`src/rtl/exec_pkg.sv`:
```
// Shared execute-stage types and constants: register index, NZCV flags, PC index.
package exec_pkg;

  typedef logic [3:0] reg_idx_t;
  typedef logic [3:0] flags_t;

  localparam reg_idx_t PC_IDX = 4'd15;

  localparam int FLAG_N = 3;
  localparam int FLAG_Z = 2;
  localparam int FLAG_C = 1;
  localparam int FLAG_V = 0;

endpackage

```
`src/rtl/wb_scoreboard.sv`:
```
// Pending-write bitmask for RAW hazard detection; registered, one cycle to update.
// Never stalls: a set and a clear on the same index in one cycle leaves the bit set.
module wb_scoreboard
  import exec_pkg::*;
#(
  parameter int NREGS = 16
) (
  input  logic             clock,
  input  logic             reset,
  input  logic             set_valid,
  input  reg_idx_t         set_idx,
  input  logic             clr_valid,
  input  reg_idx_t         clr_idx,
  output logic [NREGS-1:0] busy
);

  logic [NREGS-1:0] busy_next;

  always_comb begin
    busy_next = busy;
    if (clr_valid) busy_next[clr_idx] = 1'b0;
    // Applied after the clear so a fresh issue survives a same-cycle commit.
    if (set_valid) busy_next[set_idx] = 1'b1;
  end

  always_ff @(posedge clock) begin
    if (reset) busy <= '0;
    else       busy <= busy_next;
  end

endmodule

```
`src/rtl/reg_writeback.sv`:
```
// Register-file write front end: load-over-ALU arbitration, flag shadow, PC routing.
// Outputs registered at the accepting edge (RF samples next negedge); wb_stall or load blocks ALU.
module reg_writeback #(
  parameter int         NREGS  = 16,
  parameter logic [3:0] PC_IDX = exec_pkg::PC_IDX
) (
  input  logic             clock,
  input  logic             reset,
  input  logic             wb_stall,
  input  logic             ld_valid,
  output logic             ld_ready,
  input  logic [3:0]       ld_rd,
  input  logic [31:0]      ld_data,
  input  logic             alu_valid,
  output logic             alu_ready,
  input  logic [3:0]       alu_rd,
  input  logic [31:0]      alu_result,
  input  logic             alu_write_rd,
  input  logic             alu_set_flags,
  input  logic [3:0]       alu_flags,
  input  logic             issue_valid,
  input  logic [3:0]       issue_rd,
  output logic [NREGS-1:0] busy,
  output logic             rf_not_enable,
  output logic [3:0]       rf_sel_in,
  output logic [31:0]      rf_in_reg,
  output logic [3:0]       rf_in_flags,
  output logic             pc_wr_valid,
  output logic [31:0]      pc_wr_data
);

  import exec_pkg::*;

  flags_t   shadow;
  flags_t   alu_new_flags;
  logic     ld_fire;
  logic     alu_fire;
  logic     alu_to_rf;
  logic     alu_to_pc;
  logic     clr_valid;
  reg_idx_t clr_idx;

  assign ld_ready  = !reset && !wb_stall;
  assign alu_ready = !reset && !wb_stall && !ld_valid;

  assign ld_fire       = ld_valid && ld_ready;
  assign alu_fire      = alu_valid && alu_ready;
  assign alu_to_rf     = alu_write_rd && (alu_rd != PC_IDX);
  assign alu_to_pc     = alu_write_rd && (alu_rd == PC_IDX);
  assign alu_new_flags = alu_set_flags ? alu_flags : shadow;

  always_ff @(posedge clock) begin
    if (reset) begin
      rf_not_enable <= 1'b1;
      rf_sel_in     <= '0;
      rf_in_reg     <= '0;
      rf_in_flags   <= '0;
      shadow        <= '0;
      pc_wr_valid   <= 1'b0;
      pc_wr_data    <= '0;
    end else begin
      rf_not_enable <= 1'b1;
      pc_wr_valid   <= 1'b0;
      if (ld_fire) begin
        if (ld_rd == PC_IDX) begin
          pc_wr_valid <= 1'b1;
          pc_wr_data  <= ld_data;
        end else begin
          rf_not_enable <= 1'b0;
          rf_sel_in     <= ld_rd;
          rf_in_reg     <= ld_data;
          rf_in_flags   <= shadow;
        end
      end else if (alu_fire) begin
        if (alu_to_rf) begin
          rf_not_enable <= 1'b0;
          rf_sel_in     <= alu_rd;
          rf_in_reg     <= alu_result;
          rf_in_flags   <= alu_new_flags;
        end else if (alu_set_flags) begin
          // Flags-only write: index 15 is a dummy the register file does not store.
          rf_not_enable <= 1'b0;
          rf_sel_in     <= PC_IDX;
          rf_in_flags   <= alu_flags;
        end
        if (alu_to_pc) begin
          pc_wr_valid <= 1'b1;
          pc_wr_data  <= alu_result;
        end
        if (alu_set_flags) shadow <= alu_flags;
      end
    end
  end

  assign clr_valid = ld_fire || (alu_fire && alu_write_rd);
  assign clr_idx   = ld_fire ? ld_rd : alu_rd;

  wb_scoreboard #(
    .NREGS(NREGS)
  ) u_scoreboard (
    .clock    (clock),
    .reset    (reset),
    .set_valid(issue_valid),
    .set_idx  (issue_rd),
    .clr_valid(clr_valid),
    .clr_idx  (clr_idx),
    .busy     (busy)
  );

endmodule

```
`config.mk`:
```
export PLATFORM = sky130hd
export DESIGN_NAME = reg_writeback
export DESIGN_NICKNAME = d
export VERILOG_FILES = /design/src/rtl/exec_pkg.sv /design/src/rtl/wb_scoreboard.sv /design/src/rtl/reg_writeback.sv
export SDC_FILE = /design/constraint.sdc
export NUM_CORES = 1
export LEC_CHECK = 0
export ABC_AREA = 1
export CELL_PAD_IN_SITES_DETAIL_PLACEMENT = 0
export CELL_PAD_IN_SITES_GLOBAL_PLACEMENT = 1
export CORE_MARGIN = 5
export CORE_UTILIZATION = 27
export CTS_CLUSTER_SIZE = 10
export DETAILED_ROUTE_END_ITERATION = 10
export MAX_ROUTING_LAYER = met4
export PLACE_DENSITY = 0.89
export SYNTH_ARGS = -nofsm -noshare
export SYNTH_HDL_FRONTEND = slang
export SYNTH_HIERARCHICAL = 1
export SYNTH_SLANG_ARGS = --single-unit
export TNS_END_PERCENT = 50
```
`constraint.sdc`:
```
create_clock -name clock -period 1.95 [get_ports clock]
set_input_delay 0.4875 -clock clock [delete_from_list [all_inputs] [get_ports clock]]
set_output_delay 0.4875 -clock clock [all_outputs]
set_load 0.01 [all_outputs]
```
Word-level counts from Yosys, hierarchy flattened
Cells that the tools add are included.
Cells by class
  add/subtract/negate cells: 0
  $mul: 0
  div/mod/pow operators: 0
  $lt $le $gt $ge: 4
  eq/ne operators: 5
  shift-type cells: 0
  multiplexer cells: 34
  bitwise logic cells: 4
  reduce and logical (&&, ||, !) cells: 21
Operators with widths (count)
  $mux W32: 8
  $mux W4: 12
  $mux W16: 2
  $and A16 B16 Y16: 1
  $not A16 Y16: 1
  $or A16 B16 Y16: 1
  $lt A4 B5 Y1 const B: 2
  $mux W1: 10
  $logic_and A1 B1 Y1: 9
  $reduce_and A3 Y1: 3
  $demux W1 S4: 2
  $eq A4 B4 Y1 const B: 2
  $ge A4 B1 Y1 const B: 2
  $reduce_bool A2 Y1: 3
  $ne A4 B4 Y1 const B: 1
  $logic_not A1 Y1: 3
  $reduce_bool A3 Y1: 1
  $ne A2 B1 Y1 const B: 1
  $ne A2 B2 Y1 const B: 1
  $reduce_and A2 Y1: 1
  $logic_or A1 B1 Y1: 1
  $not A1 Y1: 1
Storage, ports and cells
  bits in registers: 94
  bits in latches: 0
  bits in writable memories: 0
  memory bits (read-only): 0
  memories: 0

Depth between registers and ports, before layout
  word-level depth: 13
  gate-level depth with buffers: 11
  gate-level depth less buffers: 10

Cells and area by module
The synthesis kept the hierarchy.
By module, submodules not included
  reg_writeback: times used 1, cells each 654, area an instance 4020.1 um^2
  wb_scoreboard: times used 1, cells each 110, area an instance 783.3 um^2

Worst setup path after synthesis
Ideal clock, no wire load.
  path type: input port to flip-flop
  start: in wb_stall
  end: reg u_scoreboard.busy[4]
  library setup time: 0.118 ns
  arrival time: 1.830 ns
  path slack: 0.002 ns
  stages: 9
  cells stage by stage: nor2_2 > nand2_2 > clkbuf_1 > o21ai_0 > inv_1 > nor2_1 > nand3_1 > nand2_1 > a21oi_1
Between the ends
  word-level cells in the longest chain between the ends: 13
  elaborated cells on any way between the ends: 18
  classes of those cells: order compare (2); mux (5); bitwise (3); reduce/logical (8)
Ends and longest elaborated chain
  start: declaration: line reg_writeback.sv:9  | input logic wb_stall,
  $logic_not A1 Y1 (*): line reg_writeback.sv:43  | assign ld_ready = !reset && !wb_stall;
  $logic_and A1 B1 Y1 (*): line reg_writeback.sv:43
  $logic_and A1 B1 Y1 (*): line reg_writeback.sv:46  | assign ld_fire = ld_valid && ld_ready;
  $mux W4 (*): line reg_writeback.sv:96  | assign clr_idx = ld_fire ? ld_rd : alu_rd;
  named net clr_idx[2]: line reg_writeback.sv:41  | reg_idx_t clr_idx;
  $lt A4 B5 Y1 (not written as such) / $ge A4 B1 Y1 (equally long branches): line wb_scoreboard.sv:21  | if (clr_valid) busy_next[clr_idx] = 1'b0;
  $logic_and A1 B1 Y1 (not written as such): line wb_scoreboard.sv:21
  $mux W1 (not written as such): line wb_scoreboard.sv:21
  $demux W1 S4 (*)
  $not A16 Y16 (no source line) (*)
  $and A16 B16 Y16 (no source line) (*)
  $mux W16 (*): line wb_scoreboard.sv:21
  $or A16 B16 Y16 (no source line)
  $mux W16 (*): line wb_scoreboard.sv:23  | if (set_valid) busy_next[set_idx] = 1'b1;
  end signal: assignment: line wb_scoreboard.sv:28  | else busy <= busy_next;
  end: declaration: line wb_scoreboard.sv:14  | output logic [NREGS-1:0] busy
Mark *: on every way through the listed nets, which the timed path passes. The rest lies on a longest branch.
A chain may end at the register's enable or synchronous reset.

Worst setup path in the final report
  start: in ld_valid
  end: out alu_ready
Between the ends
  word-level cells in the longest chain between the ends: 2
Ends and longest elaborated chain
  start: declaration: line reg_writeback.sv:10  | input logic ld_valid,
  $logic_not A1 Y1: line reg_writeback.sv:44  | assign alu_ready = !reset && !wb_stall && !ld_valid;
  $logic_and A1 B1 Y1: line reg_writeback.sv:44
  end: declaration: line reg_writeback.sv:15  | output logic alu_ready,
No other way between the ends.

==> summary.md <==
| Metric | Value |
|---|---|
| Status | `finished clean` |
| Hold Fails Final Rpt | `0` |
| Top cells by area, synth | `dfxtp_1 39%, nand2_1 20%, nor2_1 9.7%, nand3_1 6.1%, inv_1 5.4%` |
| DIE AREA | `20600 um^2` |
| Global-route wire length before repair | `25700 um` |
| RSZ-0062 raised after global routing | `true` |
| Final setup TNS | `0 ns` |
| Routed len/inst | `13.8 um` |
| Number of diodes | `0` |
| Layout cells sized above 1 | `9.16%` |
| Post-Syn Area | `4800 um^2` |
| Worst EP required | `1.46 ns` |
| Flop-to-flop setup slack | `1.00 ns` |
| Nets | `between 1k and 1.5k` |
| Fmax | `roughly 0.52 GHz` |
| Routed Antenna Nets | `0` |
| Synth Register Bits | `94` |
| WHS Path Cells | `2` |
| Maximum vdd drop | `0.470 mV` |
| Gpl congestion | `0.892` |
| DRT iter0 DRCs | `174` |
| CTS Buf Count | `9` |
| Vias | `5199` |
| Setup violators final | `0` |
| Commonest non-fill, non-tap cell in the layout | `nand2_1` |
| H-tree depth | `3` |
| Slew @ Worst Pin | `0.866 ns` |
| Crit Path Max Fanout | `4` |
| Critical path class | `input pin to output port` |
| GRT Util Overall | `between 10% and 20%` |
| CTS root buffer | `clkbuf_16` |
| Yosys cell types | `23` |
| Fillcell total | `1823` |
| Wirelength, routed | `16300 um` |
| DRC Markers | `0` |
| Sequential cell area fraction in the yosys report | `between 30% and 40%` |
| Post-CTS Setup Bufs | `0` |
| # clock sinks | `94` |
| HPWL Detailed | `12100 um` |
| Number of core rows | `48` |
| IO buf count | `between 150 and 200` |
| Cells after synthesis | `764` |
| First-pass DRT Iterations | `4` |
| Vias in the first global route | `slightly below 5k` |
| Minimum period implied by the final worst setup slack | `1.91 ns` |
| Area occupied by multi-input gates | `about 2500 um^2` |
| Crit path DAT | `1.43 ns` |
| IO Pins | `180` |
| Tcrit/Tclk final | `between 90% and 100%` |
| Core box area | `17400 um^2` |
| Die Ht | `143 um` |
| PD cells | `634 nW/um^2` |
| Most frequent cells in the layout | `255 x nand2_1, 176 x clkdlybuf4s50_1, 123 x nor2_1` |
| Pwr Total | `about 4.7 mW` |
| Relative slew slack | `~42%` |
| Min-delay worst type | `flop to flop` |
| Max Slew Vio Count | `0` |
| Post-CTS Hold Fix Bufs | `0` |
| CTS tree | `built` |
| Largest net degree at the start of global routing | `77` |
| Leading area contributor after synthesis | `dfxtp_1` |
| Syn-to-layout area delta | `55.1%` |
| Longest Clk Path Bufs | `2` |
| Synth warn | `6` |
| Synth top area share | `a little under 40%` |
| Starting Density | `about 28%` |
| Worst clock skew | `0.00212 ns` |
| Mean Syn Cell Area | `6.29 um^2` |
| Clk_lat worst skew | `0.34 ns` |
| Syn_nets | `852` |
| Die span in x | `143 um` |
| Reg clk slew, reported paths | `0.07 ns` |
| Initial antenna violation count | `0` |
| Worst Setup Start Kind | `input pin` |
| Setup crit end kind | `output port` |
| Via density | `4.38` |
| Register area | `1880 um^2` |
| Max-capacitance violation count | `0` |
| Grt total ovfl | `0` |
| Worst reg-to-reg path cell count | `8` |
| Pleak | `3.50 nW` |
-- worst max-delay path: stages --
cell             delay, ns
clkdlybuf4s50_1       0.52
nor2_2                0.18
clkdlybuf4s15_2       0.24
-- cells by family (layout without fill, tap and decap cells) --
group | Yosys count | in the layout | synth area share [%]
AO/OA/AOI/OAI | 67 | 67 | 7.61
buffers and inverters | 117 | 314 | 10.0
flip-flops | 94 | 94 | 39.2
AND/OR/NAND/NOR | 486 | 486 | 43.2
-- layout make-up --
class | instances | area share [%]
inverter | 74 | 3.76
clock inverter | 2 | 0.806
tap | 225 | 3.78
clock buffer | 11 | 3.12
multi-input combinational | 553 | 33.0
timing repair buffer | 227 | 30.3
sequential | 94 | 25.3
-- cells in the mapped netlist, drive strengths merged --
cell and instances:
nand3 59, a21oi 55, buf 25, clkbuf 18
dfxtp 94, o21ai 9, nor2 131, o21bai 3
inv 74, nand3b 32, nor3 1, nand2 263
-- layer usage --
metal	vias to the layer above	share of wire (%)	GRT usage [%]
li1	2739	-	-
met1	2302	45	20.1
met2	145	46	25.7
met3	13	8.0	4.96
met4	0	1.4	4.16
met5	-	0	-
-- where the power goes --
part / switching [mW] / total [mW] / internal [mW]
Clock: 0.723 / 1.83 / 1.10
Sequential: 0.0370 / 2.03 / 1.99
Combinational: 0.420 / 0.869 / 0.449
-- path summary, 6_finish.rpt --
check                              from                     to
setup / recovery               ld_valid              alu_ready
hold / removal    u_scoreboard/busy[12]  u_scoreboard/busy[12]
setup reg to reg              shadow[1]         rf_in_flags[1]
hold reg to reg   u_scoreboard/busy[12]  u_scoreboard/busy[12]
-- stage by stage --
stage               instance area [um^2]  util, %  instances  hold WS [ns]  setup slack [ns]
finish                              7450     42.9       1186         0.472            0.0371
global route                        7450     42.9       1186         0.483           -0.0207
CTS                                 7440     42.9       1186         0.472            0.0372
detailed placement                  7140     41.1       1173         0.458            -0.420
global placement                    7140     41.1       1173         0.455            -0.410
floorplan                           4800        -        764         0.441           0.00222
-- what timing repair did --
action                                  CTS  global route
pin swaps                                 0             1
gates resized for setup                   7             3
endpoints found under the setup margin    8            46
endpoints found under the hold margin     0             0
Note: power is estimated with default switching activity, not from simulation.
